`src/rtl/reshape_cmd_issuer.sv`:
```
// rtl/reshape_cmd_issuer.sv - host command issuer and handshake sequencer for the reshape state machine
// Purpose: accepts one host reshape command at a time, issues its one-hot
//   control code, waits for the reshape state machine to run and reach irq,
//   raises irq to the host, then drives the release code until Next_Reg.
// Ports:
//   clk, rst              single clock, synchronous active-high reset
//   cmd_valid, cmd_op     host command (0 concat, 1 split, 2 maxpool, 3 upsample)
//   cmd_ready             command accept, high only in IDLE
//   Control_Reshape       registered control word to the reshape state machine
//   State, Next_Reg       state code and irq-exit pulse from the reshape state machine
//   irq, irq_clr          level interrupt to host and its clear
//   busy, done_cnt, err   status: not idle, completed operations, sticky watchdog error
// Build option: RESHAPE_TIMEOUT_EN enables the TIMEOUT_CYCLES watchdog driving err.
module reshape_cmd_issuer #(
    parameter int TIMEOUT_CYCLES = 65535
) (
    input  logic        clk,
    input  logic        rst,
    input  logic        cmd_valid,
    input  logic [1:0]  cmd_op,
    output logic        cmd_ready,
    output logic [3:0]  Control_Reshape,
    input  logic [7:0]  State,
    input  logic        Next_Reg,
    output logic        irq,
    input  logic        irq_clr,
    output logic        busy,
    output logic [15:0] done_cnt,
    output logic        err
);
    typedef enum logic [2:0] {IDLE, ISSUE, RUN, IRQ, RELEASE} state_t;

    state_t      fsm_state, state_nxt;
    logic [3:0]  ctrl_q, ctrl_nxt;
    logic        irq_q, irq_nxt;
    logic [15:0] done_q, done_nxt;

`ifdef RESHAPE_TIMEOUT_EN
    localparam logic [31:0] TMO_LAST = 32'(TIMEOUT_CYCLES - 1);
    logic        err_q, err_nxt;
    logic [31:0] tmo_q, tmo_nxt;
`else
    // The watchdog limit has no effect when the watchdog is not built.
    if (TIMEOUT_CYCLES < 0) begin : g_timeout_unused
    end
`endif

    always_comb begin
        state_nxt = fsm_state;
        ctrl_nxt  = ctrl_q;
        irq_nxt   = irq_q;
        done_nxt  = done_q;
`ifdef RESHAPE_TIMEOUT_EN
        err_nxt   = err_q;
        tmo_nxt   = '0;
`endif
        case (fsm_state)
            IDLE: begin
                if (cmd_valid) begin
                    state_nxt = ISSUE;
                    ctrl_nxt  = 4'b0001 << cmd_op;
`ifdef RESHAPE_TIMEOUT_EN
                    err_nxt   = 1'b0;
`endif
                end
            end
            ISSUE: begin
                // ctrl_q still holds the issued one-hot code here
                if (State == {4'h0, ctrl_q}) begin
                    state_nxt = RUN;
                    ctrl_nxt  = 4'h0;
                end
            end
            RUN: begin
                if (State == 8'h0F) begin
                    state_nxt = IRQ;
                    irq_nxt   = 1'b1;
                end
            end
            IRQ: begin
                if (irq_clr) begin
                    irq_nxt = 1'b0;
`ifdef RESHAPE_TIMEOUT_EN
                    // A timed-out operation skips the release handshake
                    if (err_q) begin
                        state_nxt = IDLE;
                    end else begin
                        state_nxt = RELEASE;
                        ctrl_nxt  = 4'hF;
                    end
`else
                    state_nxt = RELEASE;
                    ctrl_nxt  = 4'hF;
`endif
                end
            end
            RELEASE: begin
                if (Next_Reg) begin
                    state_nxt = IDLE;
                    ctrl_nxt  = 4'h0;
                    done_nxt  = done_q + 16'd1;
                end
            end
            default: begin
                state_nxt = IDLE;
                ctrl_nxt  = 4'h0;
                irq_nxt   = 1'b0;
            end
        endcase
`ifdef RESHAPE_TIMEOUT_EN
        // Count only while stalled in a waiting state; any transition restarts it.
        if (state_nxt == fsm_state &&
            (fsm_state == ISSUE || fsm_state == RUN || fsm_state == RELEASE)) begin
            if (tmo_q == TMO_LAST) begin
                state_nxt = IRQ;
                ctrl_nxt  = 4'h0;
                irq_nxt   = 1'b1;
                err_nxt   = 1'b1;
            end else begin
                tmo_nxt = tmo_q + 32'd1;
            end
        end
`endif
    end

    always_ff @(posedge clk) begin
        if (rst) begin
            fsm_state <= IDLE;
            ctrl_q    <= 4'h0;
            irq_q     <= 1'b0;
            done_q    <= 16'h0000;
`ifdef RESHAPE_TIMEOUT_EN
            err_q     <= 1'b0;
            tmo_q     <= '0;
`endif
        end else begin
            fsm_state <= state_nxt;
            ctrl_q    <= ctrl_nxt;
            irq_q     <= irq_nxt;
            done_q    <= done_nxt;
`ifdef RESHAPE_TIMEOUT_EN
            err_q     <= err_nxt;
            tmo_q     <= tmo_nxt;
`endif
        end
    end

    assign cmd_ready       = (fsm_state == IDLE);
    assign busy            = (fsm_state != IDLE);
    assign Control_Reshape = ctrl_q;
    assign irq             = irq_q;
    assign done_cnt        = done_q;
`ifdef RESHAPE_TIMEOUT_EN
    assign err             = err_q;
`else
    assign err             = 1'b0;
`endif

endmodule

```
`config.mk`:
```
export PLATFORM = sky130hd
export DESIGN_NAME = reshape_cmd_issuer
export DESIGN_NICKNAME = d
export VERILOG_FILES = /design/src/rtl/reshape_cmd_issuer.sv
export SDC_FILE = /design/constraint.sdc
export NUM_CORES = 1
export LEC_CHECK = 0
export BUFFER_PORTS_ARGS = -buffer_cell sky130_fd_sc_hd__buf_2
export CORE_UTILIZATION = 45
export DETAILED_ROUTE_END_ITERATION = 12
export GPL_TIMING_DRIVEN = 0
export PLACE_DENSITY = 0.75
export SYNTH_ARGS = -nofsm -noshare
export SYNTH_HDL_FRONTEND = slang
export SYNTH_SLANG_ARGS = --single-unit
```
`constraint.sdc`:
```
create_clock -name clk -period 1.7 [get_ports clk]
set_input_delay 0.085 -clock clk [delete_from_list [all_inputs] [get_ports clk]]
set_output_delay 0.085 -clock clk [all_outputs]
set_load 0.1 [all_outputs]
```
# --- Word level (Yosys, flattened, before mapping) ---
# Index checks and enable logic that the tools add are counted.
word_totals:
  regBits: 24
  inputBits: 15
  output_inout_bits: 24
  word_cells: 40
classes:
  add_sub_neg: 1
  n_eq_ne: 11
  shifts: 1
  n_mux: 14
  n_bitwise: 2
  n_reduce_logical: 7
ops:
  columns: ["op", "n"]
  rows:
  - ["one-hot mux 4 bit (5 select lines)", 1]
  - ["adder 16 x 1 -> 16 bit, second input constant", 1]
  - ["two-way mux 4 bit", 4]
  - ["two-way mux 3 bit", 5]
  - ["one-hot mux 3 bit (5 select lines)", 1]
  - ["inequality test 2 bit, second input constant", 5]
  - ["AND reduction 5 bit", 2]
  - ["== test 8 x 4 -> 1 bit", 1]
  - ["== test 8 x 4 -> 1 bit, second input constant", 1]
  - ["== test 3 x 2 -> 1 bit, second input constant", 2]
  - ["left shift 1 x 2 -> 4 bit, first input constant", 1]
  - ["== test 3 x 1 -> 1 bit, second input constant", 1]
  - ["== test 3 bit, second input constant", 1]
  - ["zero test 3 bit", 1]
  - ["one-hot mux 1 bit (3 select lines)", 1]
  - ["AND reduction 3 bit", 1]
  - ["nonzero test 3 bit", 1]
  - ["OR reduction 3 bit", 1]
  - ["two-way mux 1 bit", 2]
  - ["NOT 1 bit", 2]
  - ["AND reduction 2 bit", 1]

# --- Depth between registers and ports, before layout ---
depth:
  word_depth: 4
  mapped_depth: 7
  mapped_depth_nobuf: 6

# --- Worst setup path after synthesis ---
# OpenSTA, ideal clock, no wires.
synth_path:
  path_type: "register -> register"
  startpoint: "register fsm_state[1]"
  endpoint: "register ctrl_q[1], in the netlist Control_Reshape[1]"
  setup_ns: 0.079
  t_arrival_ns: 2.424
  t_required_ns: 1.621
  path_slack_ns: -0.803
  stages_incl_launch_ff: 8
  path_buffers: 1
  synth_period_minus_slack_ns: 2.503
  path_cell_list: "dfxtp_1 buf_6 or3_1 inv_1 nand2_1 o21ai_0 nor2_1 nor3_1"
synth_via:
  elab_chain_cells: 3
  elab_cells_between_ends: 12
  cone_classes: "8 x eq/ne; 1 x mux; 1 x bitwise; 2 x reduce/logical"
synth_lines:
  columns: ["element", "line_no", "text"]
  rows:
  - ["from (decl)", "33", "state_t fsm_state, state_nxt;"]
  - ["from (signal assigned)", "137", "fsm_state <= state_nxt;"]
  - ["zero test 3 bit (*)", null, null]
  - ["via cmd_ready", "21", "output logic cmd_ready,"]
  - ["inequality test 2 bit (no source line)", null, null]
  - ["AND reduction 5 bit (no source line)", null, null]
  - ["to (signal assigned)", "138", "ctrl_q <= ctrl_nxt;"]
  - ["to (decl)", "34", "logic [3:0] ctrl_q, ctrl_nxt;"]
# Mark *: on every way through the listed nets, which the timed path passes. The rest lies on a longest branch.
# A chain may end at the register's enable or synchronous reset.

# --- Final worst setup path ---
layout_path:
  startpoint: "register fsm_state[2]"
  endpoint: "output cmd_ready"
layout_via:
  elab_chain_cells: 1
layout_lines:
  columns: ["element", "line_no", "text"]
  rows:
  - ["zero test 3 bit", "148", "assign cmd_ready = (fsm_state == IDLE);"]
  - ["to (decl)", "21", null]
# No other way between the ends.

==> impl_results.md <==
- Register bit total from synthesis: 24
- Fin Hold WS: 40.6 ps
- Vias in the first global route: 1018
- Initial core utilization: 0.489
- Die W: 54.3 microns
- Area grow syn2layout: 30.5%
- Fin crit share: 0.971
- CTS tree: done
- Leakage dissipation: 0.688 nW
- Avg Inst Size Synth: 8.74 sq um
- Sink Count: 24
- Vias after detailed routing: 1114
- Final instance area: 1610 sq um
- DRT Pass-1 Iters: 4
- Synth top area share: 0.390
- Overflow after GRT: 0
- H-tree levels: 1
- Core area: 2520 sq um
- Synth Flop Type: dfxtp_1
- Mapped Area: 1230 sq um
- Synth Area in Compound Gates: 0.115
- Initial antenna violation count: 0
- Synth top area cells: dfxtp_1, xor2_1, nor2_1, nand3_1, xnor2_1
- Number of flops mapped to enable cells by yosys: 0
- CP endpoint kind: primary output
- Largest net degree at the start of global routing: 15
- PnR worst setup slack: 49.5 ps
- Final hold vios: 0
- Total CTS buffers: 3
- # diodes: 0
- CP required: 1620 ps
- Drt wl/cell: 12.7 microns
- DRT iter0 DRCs: 18
- Largest area contributor in the netlist: dfxtp_1
- Setup Viol. Count Final: 0
- Slew Limit Fails: 0
- Post-route ant nets: 0
- Final TNS setup: 0 ps
- Routability cong.: 0.781
- # port buffers: 37
- Distinct cells, synth: 36
- Post-route insts no fill: 214
- Row cnt: 18
- CP Launch Type: register
- Sequential area share after synthesis: 0.390
- I/O pin total: 39
- Share of layout cells above drive strength 1: 0.435
- Die Y: 54.3 microns
- Routed wire length: 2.72 mm
- Placed cell area: 1510 sq um
- PwrDens: 758 nW/um^2
- Worst Hold Class: in -> reg
- Max VDD drop: 564 uV
- Crit Path Class: reg -> out
- CP arrival: 1570 ps
- Place WS: 23.7 ps
- Post-Synthesis Cells: 141
- Post-synth ARST share: 0
- Post-synthesis mux area share: 0.00812
- Post-Synth Simple-Gate Area: 0.279
- Max Buffers Root-to-Sink: 2
- Crit path max fanout: 10
- Total Power: 1.22 mW
- Xor and xnor fraction of the mapped netlist area: 0.135
- Final Skew: 14.4 ps
- Outcome: completed
- Synthesized Nets: 157
- Crit path time final: 1650 ps
- Max Cap Viol: 0
- Top post-synthesis cells by count: dfxtp_1, nor2_1, xor2_1
- All-Layer GR Usage: 0.209
- Yosys warnings: 0
- DRC viols: 0
- Later-pin clock latency in the skew report: 330 ps
- Nets: 201
- Cells after DPL: 208
- Fmax: 0.606 GHz
- First-pass GRT wire length: 4.43 mm
- CTS root buf: clkbuf_4
- Die area: 2950 sq um
- RSZ-0062 raised after global routing: true
- Clock transition at path regs: 150 ps
- Post-layout util: 0.637
- HPWL Detailed: 1.92 mm
- Largest family of logic cells by synthesized area: simple AND/OR/NAND/NOR gates
- Via/cell ratio: 5.21
- Post-Synth Adder-Cell Area: 0.0102
-- power breakdown --
part	total, mW	internal (mW)	switching, mW	leakage [nW]
clock	0.371	0.180	0.191	0.0261
combinational	0.268	0.0776	0.190	0.456
sequential	0.580	0.570	0.00988	0.206
total	1.22	0.828	0.391	0.688
-- registers in the layout, indices dropped and copies added, names as in the netlist --
signal and flops:
done_cnt 16, Control_Reshape 4, fsm_state 3, irq 1
-- cell usage in the layout, fill, tap and decap left out, types with 5 or more instances in the layout --
master	count
buf_2	36
nor2_1	24
dfxtp_2	14
xor2_1	14
nand3_1	8
nand2_1	8
a21oi_1	8
dfxtp_4	6
xnor2_1	5
nor3_1	5
-- final cells by class --
type                    instances  area, sq um
well taps                      30         37.5
inverters                       4         18.8
repair buffers                 40          216
flip-flops and latches         24          520
clock buffers                   4         47.5
plain buffers                   6         50.0
fillers                       222          915
multi-input cells             106          717
-- worst max-delay path, stage by stage (launching register included) --
cell,delay (ps)
dfxtp_2,350
buf_6,130
or3_4,420
clkinvlp_4,110
buf_6,220
-- per-layer routing --
metal / GRT usage / part of all wire / vias to the layer above
li1: - / - / 570
met1: 0.253 / 0.45 / 513
met2: 0.354 / 0.50 / 23
met3: 0.0361 / 0.033 / 8
met4: 0.103 / 0.015 / 0
met5: 0 / 0 / -
-- kinds of logic after synthesis --
family                     after synthesis
other                                    1
muxes                                    1
buffers and inverters                   11
xor gates and xnor gates                19
adders and majority gates                1
DFF                                     24
and+or+nand+nor                         66
AOI/OAI and AO/OA                       18
-- final timing paths --
| path | from | to | slack, ps | cells past startpoint |
|---|---|---|---|---|
| worst max-delay path | fsm_state[2] | cmd_ready | 50 | 4 |
| worst max register to register | fsm_state[0] | done_cnt[6] | 110 | 7 |
| worst min-delay path | irq_clr | fsm_state[2] | 40 | 3 |
| worst min register to register | irq | irq | 460 | 2 |
-- timing repair --
item                                    in CTS  in global routing
setup buffers                                0                  2
hold buffers                                 1                  0
resized for setup                            3                  5
endpoints found under the setup margin       2                 12
pin swaps                                    0                  5
endpoints found under the hold margin        3                  0
No activity file was read; power rests on OpenSTA's default activity.
